==> config.mk <==
export PLATFORM = sky130hd
export DESIGN_NAME = ping_pong_wr_ctrl_flat
export DESIGN_NICKNAME = d
export VERILOG_FILES = /design/src/rtl/ping_pong_wr_ctrl_if.sv /design/src/rtl/ping_pong_wr_ctrl.sv /design/src/flat_wrapper.sv
export SDC_FILE = /design/constraint.sdc
export NUM_CORES = 1
export LEC_CHECK = 0
export CAP_MARGIN = 20
export CORE_ASPECT_RATIO = 1.75
export CORE_MARGIN = 2
export CORE_UTILIZATION = 44
export DETAILED_ROUTE_END_ITERATION = 8
export PLACE_DENSITY = 0.82
export RECOVER_POWER = 100
export SLEW_MARGIN = 40
export SYNTH_ARGS = -nofsm -noshare
export SYNTH_HDL_FRONTEND = slang
export SYNTH_SLANG_ARGS = --single-unit
==> constraint.sdc <==
create_clock -name clk -period 2.3 [get_ports clk]
set_input_delay 0.69 -clock clk [delete_from_list [all_inputs] [get_ports clk]]
set_output_delay 0.69 -clock clk [all_outputs]
set_load 0.02 [all_outputs]
==> src/rtl/ping_pong_wr_ctrl_if.sv <==
// Stream-in / dual-bank RAM write bus of the ping-pong write controller.
// s_axis_tlast exists only when PPB_TLAST_EN is defined.
interface ping_pong_wr_ctrl_if #(
    parameter int DATA_WIDTH = 32,
    parameter int ADDRW      = 4
);
    logic [DATA_WIDTH-1:0] s_axis_tdata;
    logic                  s_axis_tvalid;
    logic                  s_axis_tready;
`ifdef PPB_TLAST_EN
    logic                  s_axis_tlast;
`endif
    logic [1:0]            ram_ena;
    logic                  ram_wea;
    logic [ADDRW-1:0]      ram_addra;
    logic [DATA_WIDTH-1:0] ram_dia;
    logic [1:0]            bank_full;
    logic [ADDRW:0]        bank_len0;
    logic [ADDRW:0]        bank_len1;
    logic [1:0]            rd_release;
    logic                  wr_bank;

    modport slave (
        input  s_axis_tdata, s_axis_tvalid, rd_release,
`ifdef PPB_TLAST_EN
        input  s_axis_tlast,
`endif
        output s_axis_tready, ram_ena, ram_wea, ram_addra, ram_dia,
        output bank_full, bank_len0, bank_len1, wr_bank
    );

    modport master (
        output s_axis_tdata, s_axis_tvalid, rd_release,
`ifdef PPB_TLAST_EN
        output s_axis_tlast,
`endif
        input  s_axis_tready, ram_ena, ram_wea, ram_addra, ram_dia,
        input  bank_full, bank_len0, bank_len1, wr_bank
    );
endinterface

==> src/rtl/ping_pong_wr_ctrl.sv <==
// Ping-pong write controller: fills two RAM banks alternately from a stream.
// Define PPB_TLAST_EN to let s_axis_tlast close a bank before DEPTH words.
module ping_pong_wr_ctrl #(
    parameter int DATA_WIDTH = 32,
    parameter int DEPTH      = 16,
    parameter int ADDRW      = 4
) (
    input  logic               clk,
    input  logic               resetn,
    ping_pong_wr_ctrl_if.slave bus
);
    typedef enum logic [1:0] {EMPTY, FILLING, FULL} bank_st_e;

    localparam logic [ADDRW-1:0] ADDR_LAST = ADDRW'(DEPTH - 1);

    bank_st_e              bank_q   [2];
    bank_st_e              bank_d   [2];
    logic [ADDRW:0]        len_q    [2];
    logic [ADDRW:0]        len_d    [2];
    logic                  wr_bank_q, wr_bank_d;
    logic [ADDRW-1:0]      addr_q, addr_d;
    // Write stage: the accepted beat one cycle later, plus its close info
    logic                  stg_vld_q, stg_vld_d;
    logic                  stg_bank_q, stg_bank_d;
    logic                  stg_close_q, stg_close_d;
    logic [ADDRW-1:0]      stg_addr_q, stg_addr_d;
    logic [DATA_WIDTH-1:0] stg_data_q, stg_data_d;
    logic [ADDRW:0]        stg_len_q, stg_len_d;

    logic tready, accept, last_beat;

    assign tready = resetn && (bank_q[wr_bank_q] != FULL);
    assign accept = bus.s_axis_tvalid && tready;
`ifdef PPB_TLAST_EN
    assign last_beat = (addr_q == ADDR_LAST) || bus.s_axis_tlast;
`else
    assign last_beat = (addr_q == ADDR_LAST);
`endif

    always_comb begin
        for (int b = 0; b < 2; b++) begin
            bank_d[b] = bank_q[b];
            len_d[b]  = len_q[b];
        end
        wr_bank_d   = wr_bank_q;
        addr_d      = addr_q;
        stg_vld_d   = accept;
        stg_bank_d  = stg_bank_q;
        stg_close_d = stg_close_q;
        stg_addr_d  = stg_addr_q;
        stg_data_d  = stg_data_q;
        stg_len_d   = stg_len_q;

        if (accept) begin
            stg_bank_d  = wr_bank_q;
            stg_close_d = last_beat;
            stg_addr_d  = addr_q;
            stg_data_d  = bus.s_axis_tdata;
            stg_len_d   = {1'b0, addr_q} + (ADDRW+1)'(1);
            addr_d      = last_beat ? '0 : addr_q + ADDRW'(1);
            wr_bank_d   = wr_bank_q ^ last_beat;
        end

        // A closing bank is never FULL, so release and close never collide
        for (int b = 0; b < 2; b++) begin
            if (bus.rd_release[b] && bank_q[b] == FULL) begin
                bank_d[b] = EMPTY;
                len_d[b]  = '0;
            end
            if (stg_vld_q && stg_close_q && stg_bank_q == 1'(b)) begin
                bank_d[b] = FULL;
                len_d[b]  = stg_len_q;
            end else if (accept && wr_bank_q == 1'(b) && bank_q[b] == EMPTY) begin
                bank_d[b] = FILLING;
            end
        end
    end

    always_ff @(posedge clk or negedge resetn) begin
        if (!resetn) begin
            bank_q[0]   <= EMPTY;
            bank_q[1]   <= EMPTY;
            len_q[0]    <= '0;
            len_q[1]    <= '0;
            wr_bank_q   <= 1'b0;
            addr_q      <= '0;
            stg_vld_q   <= 1'b0;
            stg_bank_q  <= 1'b0;
            stg_close_q <= 1'b0;
            stg_addr_q  <= '0;
            stg_data_q  <= '0;
            stg_len_q   <= '0;
        end else begin
            bank_q[0]   <= bank_d[0];
            bank_q[1]   <= bank_d[1];
            len_q[0]    <= len_d[0];
            len_q[1]    <= len_d[1];
            wr_bank_q   <= wr_bank_d;
            addr_q      <= addr_d;
            stg_vld_q   <= stg_vld_d;
            stg_bank_q  <= stg_bank_d;
            stg_close_q <= stg_close_d;
            stg_addr_q  <= stg_addr_d;
            stg_data_q  <= stg_data_d;
            stg_len_q   <= stg_len_d;
        end
    end

    assign bus.s_axis_tready = tready;
    assign bus.ram_ena       = !stg_vld_q ? 2'b00 : (stg_bank_q ? 2'b10 : 2'b01);
    assign bus.ram_wea       = stg_vld_q;
    assign bus.ram_addra     = stg_addr_q;
    assign bus.ram_dia       = stg_data_q;
    assign bus.bank_full     = {bank_q[1] == FULL, bank_q[0] == FULL};
    assign bus.bank_len0     = len_q[0];
    assign bus.bank_len1     = len_q[1];
    assign bus.wr_bank       = wr_bank_q;
endmodule

==> src/flat_wrapper.sv <==
// flat-port wrapper written by rule: the top's interface ports become plain ports
module ping_pong_wr_ctrl_flat 
#(
    parameter int DATA_WIDTH = 32,
    parameter int DEPTH      = 16,
    parameter int ADDRW      = 4
)
  (clk, resetn, bus_s_axis_tdata, bus_s_axis_tvalid, bus_rd_release, bus_s_axis_tready, bus_ram_ena, bus_ram_wea, bus_ram_addra, bus_ram_dia, bus_bank_full, bus_bank_len0, bus_bank_len1, bus_wr_bank);
  ping_pong_wr_ctrl_if #(.DATA_WIDTH(DATA_WIDTH), .ADDRW(ADDRW)) bus_i ();
  input  logic clk;
  input  logic resetn;
  input wire logic [$bits(bus_i.s_axis_tdata)-1:0] bus_s_axis_tdata;
  input wire logic [$bits(bus_i.s_axis_tvalid)-1:0] bus_s_axis_tvalid;
  input wire logic [$bits(bus_i.rd_release)-1:0] bus_rd_release;
  output wire logic [$bits(bus_i.s_axis_tready)-1:0] bus_s_axis_tready;
  output wire logic [$bits(bus_i.ram_ena)-1:0] bus_ram_ena;
  output wire logic [$bits(bus_i.ram_wea)-1:0] bus_ram_wea;
  output wire logic [$bits(bus_i.ram_addra)-1:0] bus_ram_addra;
  output wire logic [$bits(bus_i.ram_dia)-1:0] bus_ram_dia;
  output wire logic [$bits(bus_i.bank_full)-1:0] bus_bank_full;
  output wire logic [$bits(bus_i.bank_len0)-1:0] bus_bank_len0;
  output wire logic [$bits(bus_i.bank_len1)-1:0] bus_bank_len1;
  output wire logic [$bits(bus_i.wr_bank)-1:0] bus_wr_bank;
  assign bus_i.s_axis_tdata = bus_s_axis_tdata;
  assign bus_i.s_axis_tvalid = bus_s_axis_tvalid;
  assign bus_i.rd_release = bus_rd_release;
  assign bus_s_axis_tready = bus_i.s_axis_tready;
  assign bus_ram_ena = bus_i.ram_ena;
  assign bus_ram_wea = bus_i.ram_wea;
  assign bus_ram_addra = bus_i.ram_addra;
  assign bus_ram_dia = bus_i.ram_dia;
  assign bus_bank_full = bus_i.bank_full;
  assign bus_bank_len0 = bus_i.bank_len0;
  assign bus_bank_len1 = bus_i.bank_len1;
  assign bus_wr_bank = bus_i.wr_bank;
  ping_pong_wr_ctrl #(.DATA_WIDTH(DATA_WIDTH), .DEPTH(DEPTH), .ADDRW(ADDRW)) u_core (.clk(clk), .resetn(resetn), .bus(bus_i));
endmodule
# Word-level counts from Yosys, hierarchy flattened
# Cells that the tools add are included.
op_classes:
  add_sub_neg: 2
  order_cmp: 1
  eq_ne: 4
  mux: 16
  bitwise: 4
  n_reduce_logical: 17
op_table:
  columns: ["cell", "count"]
  rows:
  - ["2-to-1 mux 2 bit", 11]
  - ["2-to-1 mux 5 bit", 4]
  - ["logical AND 1 bit", 11]
  - ["nonzero test 3 bit", 2]
  - ["adder 4 x 1 -> 5 bit, second input constant", 1]
  - ["adder 4 x 1 -> 4 bit, second input constant", 1]
  - ["== test 2 bit, second input constant", 2]
  - ["== test 4 bit, second input constant", 1]
  - ["logical NOT 2 bit", 2]
  - ["2-to-1 mux 4 bit", 1]
  - ["nonzero test 2 bit", 2]
  - [">= comparator 2 bit, second input constant", 1]
  - ["inequality test 2 bit, second input constant", 1]
  - ["NOT 1 bit", 2]
  - ["NOT 1 -> 2 bit", 1]
  - ["bitwise XOR 1 bit", 1]
word_totals:
  ff_bits: 63
  input_bits: 37
  output_inout_bits: 53
  elab_cells: 56

# Depth between registers and ports, before layout
depth:
  word_depth: 11
  mapped_depth: 7
  depth_no_buf: 4

# Worst setup path after synthesis
# Ideal clock, no wire load.
synth_timing:
  path_kind: "flip-flop to output port"
  startpoint: "register u_core.wr_bank_q (netlist: u_core.bus.wr_bank)"
  endpoint: "output port bus_s_axis_tready"
  t_arrival_ns: 1.377
  required_time_ns: 1.610
  slack_ns: 0.233
  stages_incl_launch_ff: 4
  path_buffers: 1
  cell_sequence: "dfrtp_1 and3b_1 buf_2 nor3b_1"
synth_between:
  elab_chain_cells: 6
synth_lines:
  columns: ["item", "line_no", "source"]
  rows:
  - ["from (decl)", "ping_pong_wr_ctrl.sv:20", "logic wr_bank_q, wr_bank_d;"]
  - ["from (signal assigned)", "ping_pong_wr_ctrl.sv:98", "wr_bank_q <= wr_bank_d;"]
  - ["NOT 1 -> 2 bit (implied by the code)", "ping_pong_wr_ctrl.sv:32", "assign tready = resetn && (bank_q[wr_bank_q] != FULL);"]
  - ["2-to-1 mux 2 bit (implied by the code) (3 in a row)", "ping_pong_wr_ctrl.sv:32", null]
  - ["inequality test 2 bit", "ping_pong_wr_ctrl.sv:32", null]
  - ["logical AND 1 bit", "ping_pong_wr_ctrl.sv:32", null]
  - ["to (decl)", "flat_wrapper.sv:15", "output wire logic [$bits(bus_i.s_axis_tready)-1:0] bus_s_axis_tready;"]
# No other way between the ends. The select of a mux whose other input is x is not followed.

# Worst setup path in the final report
layout_timing:
  startpoint: "input port bus_s_axis_tvalid"
  endpoint: "register u_core.stg_data_q[27] (netlist: u_core.bus.ram_dia[27])"
layout_between:
  elab_chain_cells: 1
layout_lines:
  columns: ["item", "line_no", "source"]
  rows:
  - ["from (decl)", "flat_wrapper.sv:13", "input wire logic [$bits(bus_i.s_axis_tvalid)-1:0] bus_s_axis_tvalid;"]
  - ["logical AND 1 bit", "ping_pong_wr_ctrl.sv:33", "assign accept = bus.s_axis_tvalid && tready;"]
  - ["to (signal assigned)", "ping_pong_wr_ctrl.sv:104", "stg_data_q <= stg_data_d;"]
  - ["to (decl)", "ping_pong_wr_ctrl.sv:27", "logic [DATA_WIDTH-1:0] stg_data_q, stg_data_d;"]
# No other way between the ends.
# A chain may end at the register's enable or synchronous reset.

==> impl_metrics.tcl <==
set metrics [dict create \
    status "finished, final reports clean" \
    die_area_mm2 0.00620 \
    clkSinkCount 62 \
    via_count 1696 \
    skew_ns 0.00870 \
    worstHoldPathType "reg -> reg" \
    setup_slack_ns 0.0817 \
    cts_root_buffer "clkbuf_8" \
    syn-num-nets 201 \
    ys_top_cells_by_area "dfrtp_1 63%, mux2_2 16%, mux2_4 4.3%" \
    dominantRegCellSynth "dfrtp_1" \
    path_clk_slew_ns 0.06 \
    ctsResizeCount 5 \
    power.density_mw_per_mm2 973 \
    grt_pass1_wl_um 8190 \
    async_reset_ff_frac 1.00 \
    viasPerCell 4.89 \
    io_pins 90 \
    critical_path_peak_fanout 38 \
    clock_path_buffers 2 \
    wl_per_cell_um 14.9 \
    antenna_found_initial 0 \
    synthToLayoutAreaGrowth_pct 48.9 \
    grt_pass1_vias 1717 \
    synth_top_area_cell "dfrtp_1" \
    period_share 0.964 \
    layout-drive-gt1-share 0.225 \
    wl_um 5170 \
    tritoncts "yes" \
    nFillCells 419 \
    switchingPower_uw 1060 \
    final_max_slew_viol_count 0 \
    hold_buffers 0 \
    coreArea_mm2 0.00545 \
    internal_power_uw 2490 \
    finalNonFillerCells 347 \
    syn_inst 163 \
    critical_path_class "in -> reg" \
    synth_common_cells "62 x dfrtp_1, 34 x mux2_2, 8 x a22o_1" \
    gp_congestion 0.780 \
    ys_warn_count 0 \
    start_util 0.449 \
    io_buffers 89 \
    max_freq_mhz 451 \
    comb_power_share 0.291 \
    synth_most_common_cell "dfrtp_1" \
    rows 36 \
    setup_viol 0 \
    rsz0062_at_grt "false" \
    dp_cells 332 \
    drtIter0Drc 43 \
    final_hold_viol_count 0 \
    synth_top_area_share 0.633 \
    dp_slack_ns -0.130 \
    required_ns 2.51 \
    p_leak_uw 0.00167 \
    drcViolationCount 0 \
    track_usage 0.187 \
    antenna_cells 0 \
    post_cts_buffers 0 \
    worst_pin_slew_ns 0.543 \
    clkLatencyLatePin_ns 0.34 \
    period_minus_slack_ns 2.22 \
    cp.arrival_ns 2.43 \
    grt_max_degree 65 \
    firstDrtPassIters 4 \
    numCtsBuffers 9 \
    power_switching_share 0.299 \
    synth-edff-count 0 \
    die_y_um 103 \
    slew_headroom 0.638 \
    maxCapViolCount 0 \
    synth-seq-cells 62 \
    ys_seq_area_frac 0.633 \
    ant_nets 0 \
    cts_max_level 3 \
    die_w_um 60.4 \
    clkPwrFrac 0.274 \
    layout.nets 305 \
    critPathLaunchType "input port" \
    synthesis.area_mm2 0.00245 \
    gr-total-overflow 0 \
    hold_ws_ns 0.477 \
    seqPwrFrac 0.434 \
    syn_avg_cell_area_um2 15.0 \
    cp-end-kind "register" \
    synth_cell_types 28 \
    ir_drop_v 0.000582 \
    place_hpwl_um 3860 \
]
logic make-up after synthesis:
| group | after synthesis | share of synthesized area |
|---|---|---|
| fa+ha+maj | 1 | 0.00511 |
| simple gates | 22 | 0.0536 |
| buf+inv | 11 | 0.0250 |
| mux | 42 | 0.203 |
| compound gates | 21 | 0.0654 |
| xor+xnor | 4 | 0.0143 |
| flops | 62 | 0.633 |
cells in the final DEF, fill, tap and decap left out, types with 3 or more instances in the layout:
master / synthesis / layout
nor2_1: 4 / 4
xor2_1: 4 / 4
a21o_1: 5 / 5
dfrtp_1: 62 / 62
nor2b_1: 4 / 4
clkbuf_1: 2 / 4
nand2_1: 3 / 3
a22o_1: 8 / 8
dlygate4sd3_1: 0 / 51
clkdlybuf4s50_1: 0 / 34
mux2_2: 34 / 34
buf_4: 0 / 6
clkbuf_8: 0 / 12
o31ai_1: 3 / 3
mux2_1: 0 / 7
final timing paths:
check,startpoint,to,slack [ns],cells past startpoint
setup / recovery,bus_s_axis_tvalid,u_core.bus.ram_dia[27]$_DFFE_PN0N_,0.08,5
hold / removal,u_core.bus.bank_len0[4]$_DFFE_PN0P_,u_core.bus.bank_len0[4]$_DFFE_PN0P_,0.48,1
setup reg to reg,u_core.bus.wr_bank$_DFFE_PN0N_,u_core.bus.ram_dia[27]$_DFFE_PN0N_,0.28,5
hold reg to reg,u_core.bus.bank_len0[4]$_DFFE_PN0P_,u_core.bus.bank_len0[4]$_DFFE_PN0P_,0.48,1
max in group asynchronous,resetn,u_core.bus.ram_dia[27]$_DFFE_PN0N_,1.27,3
min in group asynchronous,resetn,u_core.stg_close_q$_DFFE_PN0N_,0.64,3
state kept, by name, indices dropped and copies added (netlist names):
name and flops:
u_core.bus.ram_addra 4, u_core.bus.wr_bank 1, u_core.bus.ram_dia 32, u_core.stg_len_q 4, u_core.bus.ram_wea 1, u_core.addr_q 4
u_core.bus.bank_len1 5, u_core.stg_bank_q 1, u_core.bus.bank_len0 5, u_core.bank_q 4, u_core.stg_close_q 1
cell type report:
type | count | area, µm² | share of cell area
inverters | 3 | 11.3 | 0.00309
well taps | 76 | 95.1 | 0.0261
clock buffers | 12 | 165 | 0.0453
flip-flops and latches | 62 | 1550 | 0.425
clock inverters | 3 | 42.5 | 0.0117
multi-input cells | 90 | 817 | 0.224
repair buffers | 101 | 966 | 0.265
power by group through the flow:
stage / Clock [µW] / Sequential [µW] / Combinational [µW]
6_report: 974 / 1540 / 1040
5_1_grt: 1030 / 1590 / 1120
4_1_cts: 995 / 1550 / 1140
3_5_place_dp: 0 / 1570 / 1140
3_3_place_gp: 0 / 1560 / 1120
2_1_floorplan: 0 / 1740 / 384
layer usage:
metal / track usage / part of all wire / up-vias
met5: 0 / 0 / -
met4: 0.115 / 0.034 / 0
met3: 0.0427 / 0.043 / 15
met2: 0.330 / 0.57 / 49
met1: 0.193 / 0.35 / 841
li1: - / - / 791
stage by stage:
stage | area, µm² | util | total power (µW) | TNS, ns
2_1_floorplan | 2450 | - | 2130 | 0
3_3_place_gp | 3480 | 0.639 | 2680 | -3.66
3_5_place_dp | 3480 | 0.639 | 2710 | -4.38
4_1_cts | 3690 | 0.678 | 3690 | 0
5_1_grt | 3650 | 0.669 | 3740 | 0
6_report | 3650 | 0.669 | 3550 | 0
critical path, cell delays in order:
cell           delay (ns)
dlygate4sd3_1        0.60
nand2_1              0.08
or3_2                0.45
buf_6                0.24
mux2_1               0.35
(Power assumes the default switching activity.)
==> RTL change (same settings) <==
Take the reset off `addr_q`, `stg_addr_q` and `stg_data_q` and load them in a clocked block of their own.
--- a/src/rtl/ping_pong_wr_ctrl.sv
+++ b/src/rtl/ping_pong_wr_ctrl.sv
@@ -85,3 +85,2 @@
             wr_bank_q   <= 1'b0;
-            addr_q      <= '0;
             stg_vld_q   <= 1'b0;
@@ -89,4 +88,2 @@
             stg_close_q <= 1'b0;
-            stg_addr_q  <= '0;
-            stg_data_q  <= '0;
             stg_len_q   <= '0;
@@ -98,3 +95,2 @@
             wr_bank_q   <= wr_bank_d;
-            addr_q      <= addr_d;
             stg_vld_q   <= stg_vld_d;
@@ -102,6 +98,10 @@
             stg_close_q <= stg_close_d;
-            stg_addr_q  <= stg_addr_d;
-            stg_data_q  <= stg_data_d;
             stg_len_q   <= stg_len_d;
         end
+    end
+
+    always_ff @(posedge clk) begin
+        addr_q     <= addr_d;
+        stg_addr_q <= stg_addr_d;
+        stg_data_q <= stg_data_d;
     end
Check against the original RTL: differs if resetn is asserted again (counterexample within 4 cycles, from zero or initial values and one cycle with resetn low); with resetn held inactive, the same outputs for 10 cycles.
==> RTL change against the original RTL <==
  * Area after synthesis decreased by 12%
  * Sequential cell count stayed put
  * Synthesized cell count decreased by 29%
  * Cell area fell by 6.8%
  * Setup slack got worse by 48 ps
  * Power down 11%
  * Wire length down 2.3%
  * Largest cell class unchanged
  * Critical endpoint is now bus_s_axis_tready
  * Sequential power is 3% lower
  * Die area down 12%
==> RTL change: results (changes against the original RTL) <==
H-tree lvl count -> 3 (unchanged)
internal power -> 2320 µW (-7.1%)
final layout net count -> 262 (-14%)
Detailed Routing Iterations Pass 1 -> 4 (unchanged)
number of nets in the synthesized netlist -> 153 (-24%)
Slowest-stage cell, CP -> clkdlybuf4s50_1
pin count of the biggest net entering global routing -> 26 (-60%)
overall routing resource usage -> 0.198 (+0.0114)
number of buffer cells added on primary ports -> 89 (unchanged)
fraction of final layout cells with drive strength greater than 1 -> 0.144 (-0.0810)
worst setup slack after placement -> -511 ps (-381 ps)
Static Leakage -> 0.00139 µW (-17%)
delay of the slowest cell on the worst path -> 520 ps (-80 ps)
via/cell ratio -> 5.22 (+6.8%)
number of buffers on the longest clock path -> 2 (unchanged)
flip-flop and latch area -> 1750 µm² (+13%)
sum of net half-perimeters after detailed placement -> 3.56 mm (-7.8%)
number of filler instances in the final layout -> 325 (-22%)
clock-net power -> 1010 µW (+4%)
number of flip-flops under the largest register name -> 32 (unchanged)
share of synthesized area occupied by flip-flops and latches -> 0.817 (+0.184)
vias in the first global route -> 1487 (-13%)
sequential fraction of design power -> 0.468 (+0.034)
share of synthesized registers carrying an async set or reset -> 0.355 (-0.645)
clock latency on the worst-skew pair -> 330 ps
setup fix buffers added after clock tree synthesis -> 0 (unchanged)
Hold Crit Start -> u_core.bus.bank_len0[4]
first-pass GRT wire length -> 7.82 mm (-4.5%)
RePlAce Congestion -> 0.757 (-2.9%)
total detailed-routing wirelength -> 5.05 mm (-2.3%)
result of the run -> finished, final reports clean
root buffer selected by CTS -> clkbuf_8
total CTS buffers -> 9 (unchanged)
crit path launch -> resetn
number of DRC violations after detailed-routing iteration 0 -> 32 (-26%)
clock-pin slew reported for the worst setup and hold paths after clock tree synthesis -> 70 ps
class of the worst hold path -> reg -> reg
Fin Clk Skew -> 6.37 ps (-2.34 ps)
number of synthesized flops with an enable pin -> 40 (+40)
commonest cells in the netlist -> edfxtp_1, dfrtp_1, a22o_1, nor2_1
total number of yosys warnings -> 0 (unchanged)
critical path arrival -> 1580 ps (-850 ps)
start of the worst register-to-register path -> u_core.addr_q[0]
largest fanout on the critical path -> 2 (-95%)
Peak supply drop -> 0.595 mV (+2.2%)
DP Area -> 3230 µm² (-7.3%)
clock network power share -> 0.319 (+0.045)
transition time at the pin with the least slew margin -> 375 ps (-168 ps)
Distinct cells, synth -> 25 (-11%)
PostCTS Resize Cnt -> 8 (+3)
top area cells in the synthesized netlist -> edfxtp_1, dfrtp_1, a22o_1
number of antenna violations at the first check in global routing -> 1 (+1)
## RTL change: routing by layer
metal / routed length (µm) / GRT usage / up-vias
met5: 0 / 0 / -
met4: 98 / 0.0930 / 0
met3: 450 / 0.0712 / 12
met2: 2630 / 0.340 / 81
met1: 1870 / 0.218 / 725
li1: - / - / 654
## RTL change: cell type report
cell class	count	area share
antenna	1	0.000736
multi-input combinational	48	0.116
tap	52	0.0191
inverter	3	0.00331
sequential	62	0.515
clock inverter	7	0.0261
clock buffer	9	0.0364
timing repair buffer	100	0.283
## RTL change: worst paths after layout
| path | endpoint | slack, ps | cells after the start |
|---|---|---|---|
| min | u_core.bus.bank_len0[4] | 490 | 1 |
| min in group asynchronous | u_core.stg_len_q[3] | 820 | 2 |
| max in group asynchronous | u_core.bus.ram_wea | 1230 | 2 |
| min reg2reg | u_core.bus.bank_len0[4] | 490 | 1 |
| max | bus_s_axis_tready | 30 | 3 |
| max reg2reg | u_core.bus.wr_bank | 780 | 4 |
## RTL change: logic make-up after synthesis
kind of cell,after synthesis,synth area share
buffers and inverters,5,0.00875
XOR/XNOR,3,0.0123
multiplexers,6,0.0303
AO/OA/AOI/OAI,16,0.0583
flip-flops,62,0.817
AND/OR/NAND/NOR,22,0.0677
adder cells (fa/ha/maj),1,0.00583
## RTL change: critical path: cells and delay by family
| family | cells | cell delay, ps |
|---|---|---|
| buffers and inverters | 2 | 700 |
| AND/OR/NAND/NOR | 1 | 180 |
## RTL change: through the flow
step	hold slack, ps	cells
after floorplan	394	115
after global placement	467	265
after detailed placement	485	265
after CTS	504	281
after global routing	522	282
final	494	282
